`src/rtl/fifo_arb_pkg.sv`:
```
// Shared encodings and helpers for the burst-locked FIFO write arbiter.
package fifo_arb_pkg;

  typedef enum logic {
    ST_IDLE = 1'b0,
    ST_OWN  = 1'b1
  } arb_state_e;

  localparam int STAT_W = 16;

  function automatic int clog2(input int n);
    int r;
    r = 0;
    while ((1 << r) < n) r++;
    return r;
  endfunction

endpackage

```
`src/rtl/fifo_wr_arbiter_rr_pick.sv`:
```
// Combinational round-robin picker: searches start+1, start+2, ... wrapping, start last.
module rr_pick
  import fifo_arb_pkg::*;
#(
  parameter  int NREQ = 4,
  localparam int IW   = clog2(NREQ)
) (
  input  logic [NREQ-1:0] i_req,
  input  logic [IW-1:0]   i_start,
  output logic [IW-1:0]   o_idx,
  output logic            o_found
);

  logic [IW-1:0] w_cand;

  always_comb begin
    o_idx   = '0;
    o_found = 1'b0;
    w_cand  = '0;
    for (int k = 1; k <= NREQ; k++) begin
      w_cand = IW'((int'(i_start) + k) % NREQ);
      if (!o_found && i_req[w_cand]) begin
        o_idx   = w_cand;
        o_found = 1'b1;
      end
    end
  end

endmodule

```
`src/rtl/fifo_wr_arbiter.sv`:
```
// Burst-locked round-robin arbiter in front of a FIFO write port.
// Optional per-requester accept counters when FIFO_ARB_STATS_EN is defined.
//
//   state   | meaning
//   --------+-----------------------------------------------------------
//   ST_IDLE | no owner; picks the next requester, no grant this cycle
//   ST_OWN  | owner locked; grants while FIFO not full, up to BURST words
module fifo_wr_arbiter
  import fifo_arb_pkg::*;
#(
  parameter int NREQ  = 4,
  parameter int DW    = 8,
  parameter int BURST = 4
) (
  input  logic                   clk,
  input  logic                   rst_n,
  input  logic [NREQ-1:0]        req,
  input  logic [NREQ*DW-1:0]     req_data,
  output logic [NREQ-1:0]        gnt,
  input  logic                   fifo_full,
  output logic                   fifo_write_en,
  output logic [DW-1:0]          fifo_data_in,
  output logic [clog2(NREQ)-1:0] owner_id,
  output logic                   busy
`ifdef FIFO_ARB_STATS_EN
  ,
  input  logic                   stat_clr,
  output logic [NREQ*STAT_W-1:0] stat_cnt
`endif
);

  localparam int IW = clog2(NREQ);
  localparam int CW = clog2(BURST + 1);
  localparam logic [CW-1:0] BURST_LAST = CW'(BURST - 1);

  arb_state_e    r_state, w_state_nxt;
  logic [IW-1:0] r_owner, w_owner_nxt;
  logic [IW-1:0] r_last_owner, w_last_owner_nxt;
  logic [CW-1:0] r_burst_cnt, w_burst_cnt_nxt;
  logic          w_accept;
  logic          w_release;
  logic [IW-1:0] w_pick_start;
  logic [IW-1:0] w_pick_idx;
  logic          w_pick_found;

  // Hand-off searches from the current owner; IDLE searches from the previous one.
  assign w_pick_start = (r_state == ST_OWN) ? r_owner : r_last_owner;

  rr_pick #(.NREQ(NREQ)) u_rr_pick (
    .i_req   (req),
    .i_start (w_pick_start),
    .o_idx   (w_pick_idx),
    .o_found (w_pick_found)
  );

  always_comb begin
    gnt = '0;
    if (r_state == ST_OWN && !fifo_full) gnt[r_owner] = 1'b1;
  end

  assign w_accept      = |(req & gnt);
  assign fifo_write_en = w_accept;
  assign busy          = (r_state == ST_OWN);
  assign owner_id      = r_owner;
  assign fifo_data_in  = busy ? req_data[int'(r_owner)*DW +: DW] : '0;

  always_ff @(posedge clk or negedge rst_n) begin
    if (!rst_n) begin
      r_state      <= ST_IDLE;
      r_owner      <= '0;
      r_last_owner <= IW'(NREQ - 1);
      r_burst_cnt  <= '0;
    end else begin
      r_state      <= w_state_nxt;
      r_owner      <= w_owner_nxt;
      r_last_owner <= w_last_owner_nxt;
      r_burst_cnt  <= w_burst_cnt_nxt;
    end
  end

  always_comb begin
    w_state_nxt      = r_state;
    w_owner_nxt      = r_owner;
    w_last_owner_nxt = r_last_owner;
    w_burst_cnt_nxt  = r_burst_cnt;
    w_release        = 1'b0;
    case (r_state)
      ST_IDLE: begin
        if (w_pick_found) begin
          w_state_nxt     = ST_OWN;
          w_owner_nxt     = w_pick_idx;
          w_burst_cnt_nxt = '0;
        end
      end
      ST_OWN: begin
        if (!req[r_owner]) begin
          w_release = 1'b1;
        end else if (w_accept) begin
          w_burst_cnt_nxt = r_burst_cnt + 1'b1;
          if (r_burst_cnt == BURST_LAST) w_release = 1'b1;
        end
        // Release hands straight to the next requester so there is no bubble.
        if (w_release) begin
          w_last_owner_nxt = r_owner;
          w_burst_cnt_nxt  = '0;
          if (w_pick_found) w_owner_nxt = w_pick_idx;
          else              w_state_nxt = ST_IDLE;
        end
      end
    endcase
  end

`ifdef FIFO_ARB_STATS_EN
  for (genvar g = 0; g < NREQ; g++) begin : g_stat
    logic [STAT_W-1:0] r_stat;
    always_ff @(posedge clk or negedge rst_n) begin
      if (!rst_n)                                   r_stat <= '0;
      else if (stat_clr)                            r_stat <= '0;
      else if (req[g] && gnt[g] && (r_stat != '1))  r_stat <= r_stat + 1'b1;
    end
    assign stat_cnt[g*STAT_W +: STAT_W] = r_stat;
  end
`endif

endmodule
```
`config.mk`:
```
export PLATFORM = sky130hd
export DESIGN_NAME = fifo_wr_arbiter
export DESIGN_NICKNAME = d
export VERILOG_FILES = /design/src/rtl/fifo_arb_pkg.sv /design/src/rtl/fifo_wr_arbiter_rr_pick.sv /design/src/rtl/fifo_wr_arbiter.sv
export SDC_FILE = /design/constraint.sdc
export NUM_CORES = 1
export LEC_CHECK = 0
export BUFFER_PORTS_ARGS = -buffer_cell sky130_fd_sc_hd__buf_2
export CAP_MARGIN = 20
export CORE_MARGIN = 2
export CORE_UTILIZATION = 36
export CTS_CLUSTER_DIAMETER = 60
export DETAILED_ROUTE_END_ITERATION = 10
export HOLD_SLACK_MARGIN = 0.05
export PLACE_DENSITY = 0.78
export SYNTH_ARGS = -nofsm -noshare
export SYNTH_HDL_FRONTEND = slang
export SYNTH_HIERARCHICAL = 1
export SYNTH_SLANG_ARGS = --single-unit
export TNS_END_PERCENT = 50
```
`constraint.sdc`:
```
create_clock -name clk -period 2.4 [get_ports clk]
set_input_delay 0.6 -clock clk [delete_from_list [all_inputs] [get_ports clk]]
set_output_delay 0.6 -clock clk [all_outputs]
set_load 0.01 [all_outputs]
```
==> flow_summary.json <==
{
  "status": "complete, no violations",
  "syn_area_per_cell_sq_um": 10.8,
  "numPortBuffers": 54,
  "rows": 17,
  "yosys.area.top_type": "mux4_2",
  "clk_pin_slew_worst_paths_ns": 0.06,
  "firstDrtPassIters": 4,
  "worst-path-max-fanout": 17,
  "path_buf_inv": 1,
  "cts_buffers": 3,
  "crit_family": "flip-flops",
  "powerDensity_mw_per_mm2": 1020,
  "clock_power_share_pct": 9.7,
  "n_antenna_cell": 0,
  "fillers": 199,
  "setup_ws_ns": 0.104,
  "cp_slowest_cell": "dfrtp_1",
  "p_seq_share_pct": 23.1,
  "sw_frac_of_total_pct": 38.4,
  "total_power_mw": 1.17,
  "pre_cts_ws_ns": 0.267,
  "switchingPower_uw": 449,
  "cts-root-buf": "clkbuf_4",
  "initial_core_util_pct": 37.4,
  "async_flop_share_pct": 100,
  "die_area_sq_mm": 0.00265,
  "route.antenna.remaining_nets": 0,
  "die_y_um": 51.5,
  "ys_seq_area_share_pct": 25.0,
  "wl_per_cell_um": 12.1,
  "antenna_found_initial": 0,
  "post_dp_cell_area_sq_mm": 0.00112,
  "skew_ns": 0.00835,
  "insertion_delay_ns": 0.26,
  "end_kind": "output port",
  "synth_common_cells": "9 x and2_1, 9 x mux4_2, 6 x dfrtp_1, 5 x inv_1, 5 x nor2_1",
  "required_ns": 1.80,
  "nNetsFinal": 174,
  "synth_cell_types": 28,
  "ys_top_cells_by_area": "mux4_2 25%, dfrtp_1 19%, and2_1 6.9%, dfstp_2 6.5%, mux2_2 5.6%",
  "slowest_delay_ns": 0.70,
  "ios": 55,
  "slew_headroom_pct": 61.8,
  "netlist_area_sq_um": 811,
  "grt_overflow": 0,
  "drt_iter0_drc": 10,
  "viasPerCell": 5.08,
  "cp-start-kind": "flip-flop",
  "tns_ns": 0,
  "track_usage_pct": 14.7,
  "multiInputGateArea_sq_um": 562,
  "synth_edf_count": 0,
  "ys.flop_type": "dfrtp_1",
  "worstPathCellList": "mux4_2, and2_1, buf_2",
  "syn-num-nets": 116,
  "post-dp-hpwl_um": 1610,
  "grt_pass1_wl_um": 2900,
  "path_class": "reg2out",
  "drive_above_1_share_pct": 60.6,
  "grt_pass1_vias": 695,
  "final_area_sq_mm": 0.00114,
  "area_growth_pct": 41.2,
  "hold_buffers": 0,
  "leakagePower_nw": 0.555,
  "cts_tree": "yes",
  "coreArea_sq_mm": 0.00217,
  "rsz0062_at_grt": "no",
  "synth_warnings": 6,
  "drc": 0,
  "drv_cap": 0,
  "finalHoldViolCount": 0,
  "finalSetupViolCount": 0,
  "postCtsSetupBuffers": 0,
  "die_x_um": 51.5,
  "gp_congestion": 0.730,
  "clock_path_buffers": 2,
  "netlist_instances": 75,
  "dr_total_vias": 812,
  "cts-resized-gates": 0,
  "drv_slew": 0,
  "cp_data_arrival_time_ns": 1.70,
  "hold_path_class": "in2async",
  "clkSinkCount": 8,
  "worst_pin_slew_ns": 0.572,
  "drt-total-wl_um": 1940,
  "ir_worst_vdd_uv": 543,
  "period_share_pct": 95.7,
  "fmax_mhz": 436,
  "ys_seq_elements": 8,
  "combPwrFrac_pct": 67.2,
  "fin_crit_ns": 2.30,
  "register_area_sq_um": 203,
  "grt_max_degree": 18,
  "h-tree-depth": 1,
  "p_int_uw": 720,
  "synthDominantCellAreaShare_pct": 25.0
}
[final timing paths]
path,from,endpoint,slack [ns],depth (start not counted)
min in group clk,r_burst_cnt[0]$_DFFE_PN0P_,r_burst_cnt[0]$_DFFE_PN0P_,0.48,1
setup / recovery,owner_id[1]$_DFFE_PN0P_,fifo_write_en,0.10,3
setup reg to reg,owner_id[1]$_DFFE_PN0P_,owner_id[0]$_DFFE_PN0P_,0.44,4
hold reg to reg,r_burst_cnt[0]$_DFFE_PN0P_,r_burst_cnt[0]$_DFFE_PN0P_,0.48,1
hold / removal,rst_n,r_burst_cnt[2]$_DFFE_PN0P_,0.17,1
max in group asynchronous,rst_n,r_last_owner[0]$_DFFE_PN1P_,1.99,1
[sequential cells by signal (all words and copies together) (netlist names)]
name          count
owner_id          2
busy              1
r_last_owner      2
r_burst_cnt       3
[through the flow]
stage	hold WS [ns]	utilization [%]	cells
after global routing	0.177	52.8	160
after detailed placement	0.450	51.6	156
final	0.169	52.8	160
after CTS	0.175	52.8	160
after global placement	0.448	51.6	156
after floorplan	0.304	-	75
[worst reg2reg max path, delay by kind of cell, from the launching register on]
family / cells / cell delay (ns)
compound gates: 1 / 0.17
buf+inv: 1 / 0.19
flops: 1 / 0.70
mux: 2 / 0.77
[final cells by class]
class | instances | area share [%]
clock buffers | 4 | 2.30
flip-flops and latches | 8 | 17.7
multi-input cells | 57 | 49.1
well taps | 28 | 3.06
repair buffers | 58 | 26.2
inverters | 5 | 1.64
[power by group through the flow]
stage | registers (mW) | logic, mW | clock network [mW]
2_1_floorplan | 0.238 | 0.608 | 0
3_3_place_gp | 0.267 | 0.782 | 0
3_5_place_dp | 0.273 | 0.796 | 0
4_1_cts | 0.271 | 0.798 | 0.115
5_1_grt | 0.279 | 0.871 | 0.122
6_report | 0.270 | 0.786 | 0.113
[kinds of logic (layout without fill, tap and decap cells)]
| kind of cell | after synthesis | count (layout) | share of synthesized area [%] |
|---|---|---|---|
| simple gates | 28 | 28 | 19.1 |
| mux | 17 | 17 | 35.8 |
| compound gates | 10 | 10 | 11.3 |
| buf+inv | 10 | 67 | 5.71 |
| flops | 8 | 8 | 25.0 |
| fa+ha+maj | 2 | 2 | 3.09 |
[cell usage in the layout (no fill, tap or decap), drive strengths merged]
master,instances
a21boi,1
a21oi,3
a31oi,3
and2,9
and2b,1
and3,1
buf,58
clkbuf,4
dfrtp,6
dfstp,2
ha,2
inv,5
mux2,6
mux2i,2
mux4,9
nand2,4
nand2b,4
nand3,1
nand3b,1
nor2,5
nor2b,1
nor3b,1
o221ai,1
o22ai,2
[metal layers]
layer | vias up | GRT usage (%) | wire, um
met5 | - | 0 | 0
met4 | 0 | 0 | 0
met3 | 0 | 6.73 | 252
met2 | 43 | 26.7 | 900
met1 | 379 | 16.7 | 787
li1 | 390 | - | -
Power figures use the tool's default switching activity.
